===== config.mk =====
export PLATFORM = sky130hd
export DESIGN_NAME = tdm_cic_scheduler
export DESIGN_NICKNAME = d
export VERILOG_FILES = /design/src/rtl/tdm_sched_pkg.sv /design/src/rtl/tdm_sched_slice.sv /design/src/rtl/tdm_cic_scheduler.sv
export SDC_FILE = /design/constraint.sdc
export NUM_CORES = 1
export LEC_CHECK = 0
export BUFFER_PORTS_ARGS = -buffer_cell sky130_fd_sc_hd__clkbuf_2
export CAP_MARGIN = 10
export CORE_MARGIN = 2
export CORE_UTILIZATION = 35
export CTS_CLUSTER_DIAMETER = 40
export CTS_CLUSTER_SIZE = 30
export DETAILED_ROUTE_END_ITERATION = 16
export PLACE_DENSITY = 0.69
export SYNTH_ARGS = -nofsm -noshare
export SYNTH_HDL_FRONTEND = slang
export SYNTH_HIERARCHICAL = 1
export SYNTH_SLANG_ARGS = --single-unit

===== constraint.sdc =====
create_clock -name clk -period 2 [get_ports clk]
set_input_delay 0 -clock clk [delete_from_list [all_inputs] [get_ports clk]]
set_output_delay 0 -clock clk [all_outputs]
set_load 0.005 [all_outputs]

===== src/rtl/tdm_sched_pkg.sv =====
// Shared types and helpers for the TDM CIC scheduler.
package tdm_sched_pkg;

    typedef enum logic [1:0] {
        IDLE = 2'd0,
        RUN  = 2'd1,
        STOP = 2'd2
    } state_t;

    localparam int FRAME_W = 16;

    function automatic int chw(input int c);
        return (c > 2) ? $clog2(c) : 1;
    endfunction

endpackage


===== src/rtl/tdm_sched_slice.sv =====
// Single-entry valid/ready register slice feeding the shared CIC.
module tdm_sched_slice #(
    parameter int DW = 18
) (
    input  logic          clk,
    input  logic          rst,
    input  logic          in_valid,
    input  logic [DW-1:0] in_data,
    output logic          in_ready,
    output logic          out_valid,
    output logic [DW-1:0] out_data,
    input  logic          out_ready
);

    assign in_ready = !out_valid || out_ready;

    always_ff @(posedge clk) begin
        if (rst) begin
            out_valid <= 1'b0;
            out_data  <= '0;
        end else if (in_valid && in_ready) begin
            out_valid <= 1'b1;
            out_data  <= in_data;
        end else if (out_ready) begin
            out_valid <= 1'b0;
        end
    end

endmodule


===== src/rtl/tdm_cic_scheduler.sv =====
// Round-robin TDM scheduler sharing one CIC between C streams, with frame-aligned start/stop.
// Optional input watchdog enabled by defining TDM_SCHED_WDOG_EN.
//
// state | meaning
// IDLE  | no input accepted, waiting for en
// RUN   | rotating through channels
// STOP  | en dropped mid-frame, finishing the rotation up to channel C-1
module tdm_cic_scheduler
    import tdm_sched_pkg::*;
#(
    parameter int W   = 16,
    parameter int C   = 4,
    parameter int TMO = 64
) (
    input  logic                 clk,
    input  logic                 rst,
    input  logic                 en,
    input  logic [C*W-1:0]       s_axis_tdata,
    input  logic [C-1:0]         s_axis_tvalid,
    output logic [C-1:0]         s_axis_tready,
    output logic [W-1:0]         m_axis_tdata,
    output logic [chw(C)-1:0]    m_axis_tuser,
    output logic                 m_axis_tvalid,
    input  logic                 m_axis_tready,
    input  logic [W-1:0]         r_axis_tdata,
    input  logic                 r_axis_tvalid,
    output logic                 r_axis_tready,
    output logic [C*W-1:0]       o_axis_tdata,
    output logic [C-1:0]         o_axis_tvalid,
    input  logic [C-1:0]         o_axis_tready,
`ifdef TDM_SCHED_WDOG_EN
    output logic                 wdog_err,
`endif
    output logic                 busy,
    output logic [FRAME_W-1:0]   frames
);

    localparam int CW = chw(C);
    localparam logic [CW-1:0] LAST_CH = CW'(C - 1);

    if (C < 2 || C > 16 || TMO < 1) begin : g_param_check
        $error("tdm_cic_scheduler: C must be 2..16 and TMO >= 1");
    end

    state_t        state, state_nx;
    logic [CW-1:0] in_ch, out_ch;
    logic          can_accept, in_hs, inject, advance, wrap, r_hs;
    logic [W-1:0]  in_sample, load_sample;
    logic [W+CW-1:0] slice_d, slice_q;

    assign in_sample = s_axis_tdata[int'(in_ch)*W +: W];
    assign in_hs     = (state != IDLE) && can_accept && s_axis_tvalid[in_ch];
    assign advance   = in_hs || inject;
    assign wrap      = advance && (in_ch == LAST_CH);

`ifdef TDM_SCHED_WDOG_EN
    localparam int TW = $clog2(TMO + 1);
    logic [TW-1:0] wd_cnt;
    logic          wd_idle;

    assign wd_idle = (state != IDLE) && can_accept && !s_axis_tvalid[in_ch];
    assign inject  = wd_idle && (wd_cnt == '0);

    // Down-counter reloads on every pointer advance; terminal count injects a zero sample.
    always_ff @(posedge clk) begin
        if (rst) begin
            wd_cnt   <= TW'(TMO - 1);
            wdog_err <= 1'b0;
        end else begin
            wdog_err <= inject;
            if (advance || state == IDLE) begin
                wd_cnt <= TW'(TMO - 1);
            end else if (wd_idle) begin
                wd_cnt <= wd_cnt - TW'(1);
            end
        end
    end
`else
    assign inject = 1'b0;
`endif

    assign load_sample = inject ? {W{1'b0}} : in_sample;
    assign slice_d     = {in_ch, load_sample};

    tdm_sched_slice #(
        .DW(W + CW)
    ) u_slice (
        .clk       (clk),
        .rst       (rst),
        .in_valid  (advance),
        .in_data   (slice_d),
        .in_ready  (can_accept),
        .out_valid (m_axis_tvalid),
        .out_data  (slice_q),
        .out_ready (m_axis_tready)
    );

    assign {m_axis_tuser, m_axis_tdata} = slice_q;

    always_comb begin
        s_axis_tready        = '0;
        s_axis_tready[in_ch] = (state != IDLE) && can_accept;
    end

    always_ff @(posedge clk) begin
        if (rst) begin
            in_ch  <= '0;
            frames <= '0;
        end else if (advance) begin
            in_ch <= wrap ? '0 : in_ch + CW'(1);
            if (wrap) begin
                frames <= frames + FRAME_W'(1);
            end
        end
    end

    // Return path is purely combinational and ignores the FSM so results drain after stop.
    assign r_axis_tready = o_axis_tready[out_ch];
    assign r_hs          = r_axis_tvalid && r_axis_tready;
    assign o_axis_tdata  = {C{r_axis_tdata}};

    always_comb begin
        o_axis_tvalid         = '0;
        o_axis_tvalid[out_ch] = r_axis_tvalid;
    end

    always_ff @(posedge clk) begin
        if (rst) begin
            out_ch <= '0;
        end else if (r_hs) begin
            out_ch <= (out_ch == LAST_CH) ? '0 : out_ch + CW'(1);
        end
    end

    always_ff @(posedge clk) begin
        if (rst) begin
            state <= IDLE;
            busy  <= 1'b0;
        end else begin
            state <= state_nx;
            busy  <= (state_nx != IDLE);
        end
    end

    always_comb begin
        state_nx = state;
        unique case (state)
            IDLE: if (en) state_nx = RUN;
            RUN:  if (!en) state_nx = (in_ch == '0 && !advance) ? IDLE : STOP;
            STOP: begin
                if (en) begin
                    state_nx = RUN;
                end else if (wrap) begin
                    state_nx = IDLE;
                end
            end
            default: state_nx = IDLE;
        endcase
    end

endmodule


==> impl_metrics.tcl <==
set metrics [dict create \
    status "finished clean" \
    skew_ps 8.76 \
    wl_per_cell_um 14.5 \
    finalSetupViolations 0 \
    synth-main-ff-cell "dfxtp_1" \
    cts_resized 0 \
    ctsHoldBuffers 2 \
    postSynthCellCount 307 \
    drt_wl_total_um 6850 \
    ys_ff_latch 42 \
    post-cts-setup-buffers 0 \
    timing.final.crit_period_ps 1780 \
    power.leakage_nw 1.47 \
    grt_max_degree 38 \
    yosysTopAreaCellShare 0.272 \
    p_total_w 0.00208 \
    worst_setup_path_start_kind "flip-flop" \
    postLayoutCoreUtil 0.396 \
    rsz0062_at_grt "no" \
    fin_nets 465 \
    slew_headroom 0.678 \
    cts_tree "done" \
    cts_max_path_buffers 2 \
    fp-row-count 34 \
    cp-end-kind "flip-flop" \
    via_per_inst 4.97 \
    ys_top_cells_by_count "66 x buf_4, 42 x dfxtp_1, 18 x a21bo_1, 18 x a21oi_2, 18 x mux4_2" \
    cts_root_buffer "clkbuf_8" \
    arrival_ps 2000 \
    yosys.area.top_type "dfxtp_1" \
    drc 0 \
    top_layer "met4" \
    synth.area.top_cells "dfxtp_1 27%, buf_4 16%, mux4_2 13%, a21bo_1 5.8%, a21oi_2 5.1%" \
    hp-class "in -> out" \
    grt_antenna_before_repair 0 \
    cp_cell_sequence "ha_1, o211a_1, nand3_2, or4_1, a21oi_1" \
    vias 2346 \
    worstPathMaxFanout 4 \
    synthArstFlopShare 0 \
    period_share 0.888 \
    place_hpwl_um 5400 \
    fmax_mhz 563 \
    synth_nets 409 \
    die_h_um 98.0 \
    tightest_slew_ps 483 \
    firstDrtPassIters 4 \
    wl_met3_um 614 \
    ys_warn_count 6 \
    tns_ps 0 \
    clkSlewWorstSetupHoldPaths_ps 80 \
    powerDensity_nw_per_um2 607 \
    ant_nets 0 \
    start_util 0.358 \
    n_antenna_cell 0 \
    grt_overflow 0 \
    syn2layout_area_growth_pct 10.5 \
    dp_slack_ps 236 \
    drtIter0Drc 52 \
    synth.avg_cell_area_um2 10.1 \
    met1Wirelength_um 2720 \
    seq_area_frac_synth 0.272 \
    worst_slack_ps 224 \
    grt_pass1_vias 2287 \
    clock_latency_ps 300 \
    drv_cap 0 \
    crit_slowest_cell "or4_1" \
    worst-endpoint-required_ps 2230 \
    ir_drop_uv 249 \
    yosysMostFrequentCell "buf_4" \
    synth_cell_type_count 37 \
    clkSinkCount 42 \
    crit_type "reg -> reg" \
    numCtsBuffers 5 \
    wl_met2_um 3420 \
    mappedNetlistArea_um2 3100 \
    grt_first_pass_wirelength_um 11200 \
    cts.htree.levels 2 \
    die_w_um 98.0 \
    grt_usage 0.143 \
    r2r_slack_ps 220 \
    drive_above_1_share 0.511 \
    die_area_um2 9610 \
    critPathMaxStageDelay_ps 510 \
    core_um2 8640 \
    hold_viol 0 \
    io_buffer_count 121 \
    synth_edf_count 0 \
    routabilityCongestion 0.785 \
    io_pins 202 \
    drv_slew 0 \
]
[cells in the final DEF, fill, tap and decap left out, drive strengths merged, types with 6 or more instances in the layout]
master,n
clkbuf,127
dfxtp,42
a21oi,33
nand3,24
mux4,18
a21bo,18
nand2,11
and2,9
or3,9
ha,9
nor2,8
inv,8
buf,8
o21ai,7
nand4,7
xor2,6
[final cells by class]
cell class                      count  area, µm²
Multi-Input combinational cell    175       1570
Clock inverter                      2       60.1
Timing Repair Buffer              131        698
Sequential cell                    42        841
Clock buffer                        6       82.6
Fill cell                         894       5220
Tap cell                          108        135
Inverter                            8       30.0
[stage by stage]
stage,std cells,area (µm²),hold WS [ps]
after global placement,462,3260,0.0828
after CTS,472,3420,0.0828
final,472,3420,0.00417
after floorplan,307,3100,80.8
after detailed placement,462,3260,0.0828
after global routing,472,3420,0.0211
[power breakdown]
group          leakage, nW  switching [W]  internal, W  total, W
sequential           0.341      0.0000206     0.000863  0.000884
clock               0.0714       0.000300     0.000533  0.000832
combinational         1.06       0.000163     0.000197  0.000360
total                 1.47       0.000483      0.00159   0.00208
[layer usage]
layer	up-vias	global-route usage
met5	-	0
met4	0	0.0513
met3	8	0.0451
met2	103	0.253
met1	1107	0.161
li1	1128	-
[cell families (layout without fill, tap and decap cells)]
kind of cell / count (synthesis) / after routing / synth area share
buffers and inverters: 90 / 147 / 0.220
DFF: 42 / 42 / 0.272
AOI/OAI and AO/OA: 63 / 63 / 0.158
muxes: 18 / 18 / 0.131
xor gates and xnor gates: 8 / 8 / 0.0226
and+or+nand+nor: 77 / 77 / 0.160
adders and majority gates: 9 / 9 / 0.0364
[registers in the layout, summed over array words and instances, names as in the netlist]
register	flops
busy	1
frames	16
in_ch	2
out_ch	2
state	2
u_slice/out_data	18
u_slice/out_valid	1
[worst paths after layout]
check | from | end | cells past startpoint
setup / recovery | in_ch[0]$_SDFFE_PP0P_ | frames[15]$_SDFFE_PP0P_ | 5
hold / removal | r_axis_tdata[10] | o_axis_tdata[10] | 0
setup reg to reg | in_ch[0]$_SDFFE_PP0P_ | frames[15]$_SDFFE_PP0P_ | 5
hold reg to reg | frames[15]$_SDFFE_PP0P_ | frames[15]$_SDFFE_PP0P_ | 2
[worst max-delay path, delay by kind of cell (launching register included)]
family / cells / cell delay [ps]
flops: 1 / 410
compound gates: 2 / 430
simple gates: 2 / 640
fa+ha+maj: 1 / 220
Note: power is estimated with default switching activity, not from simulation.
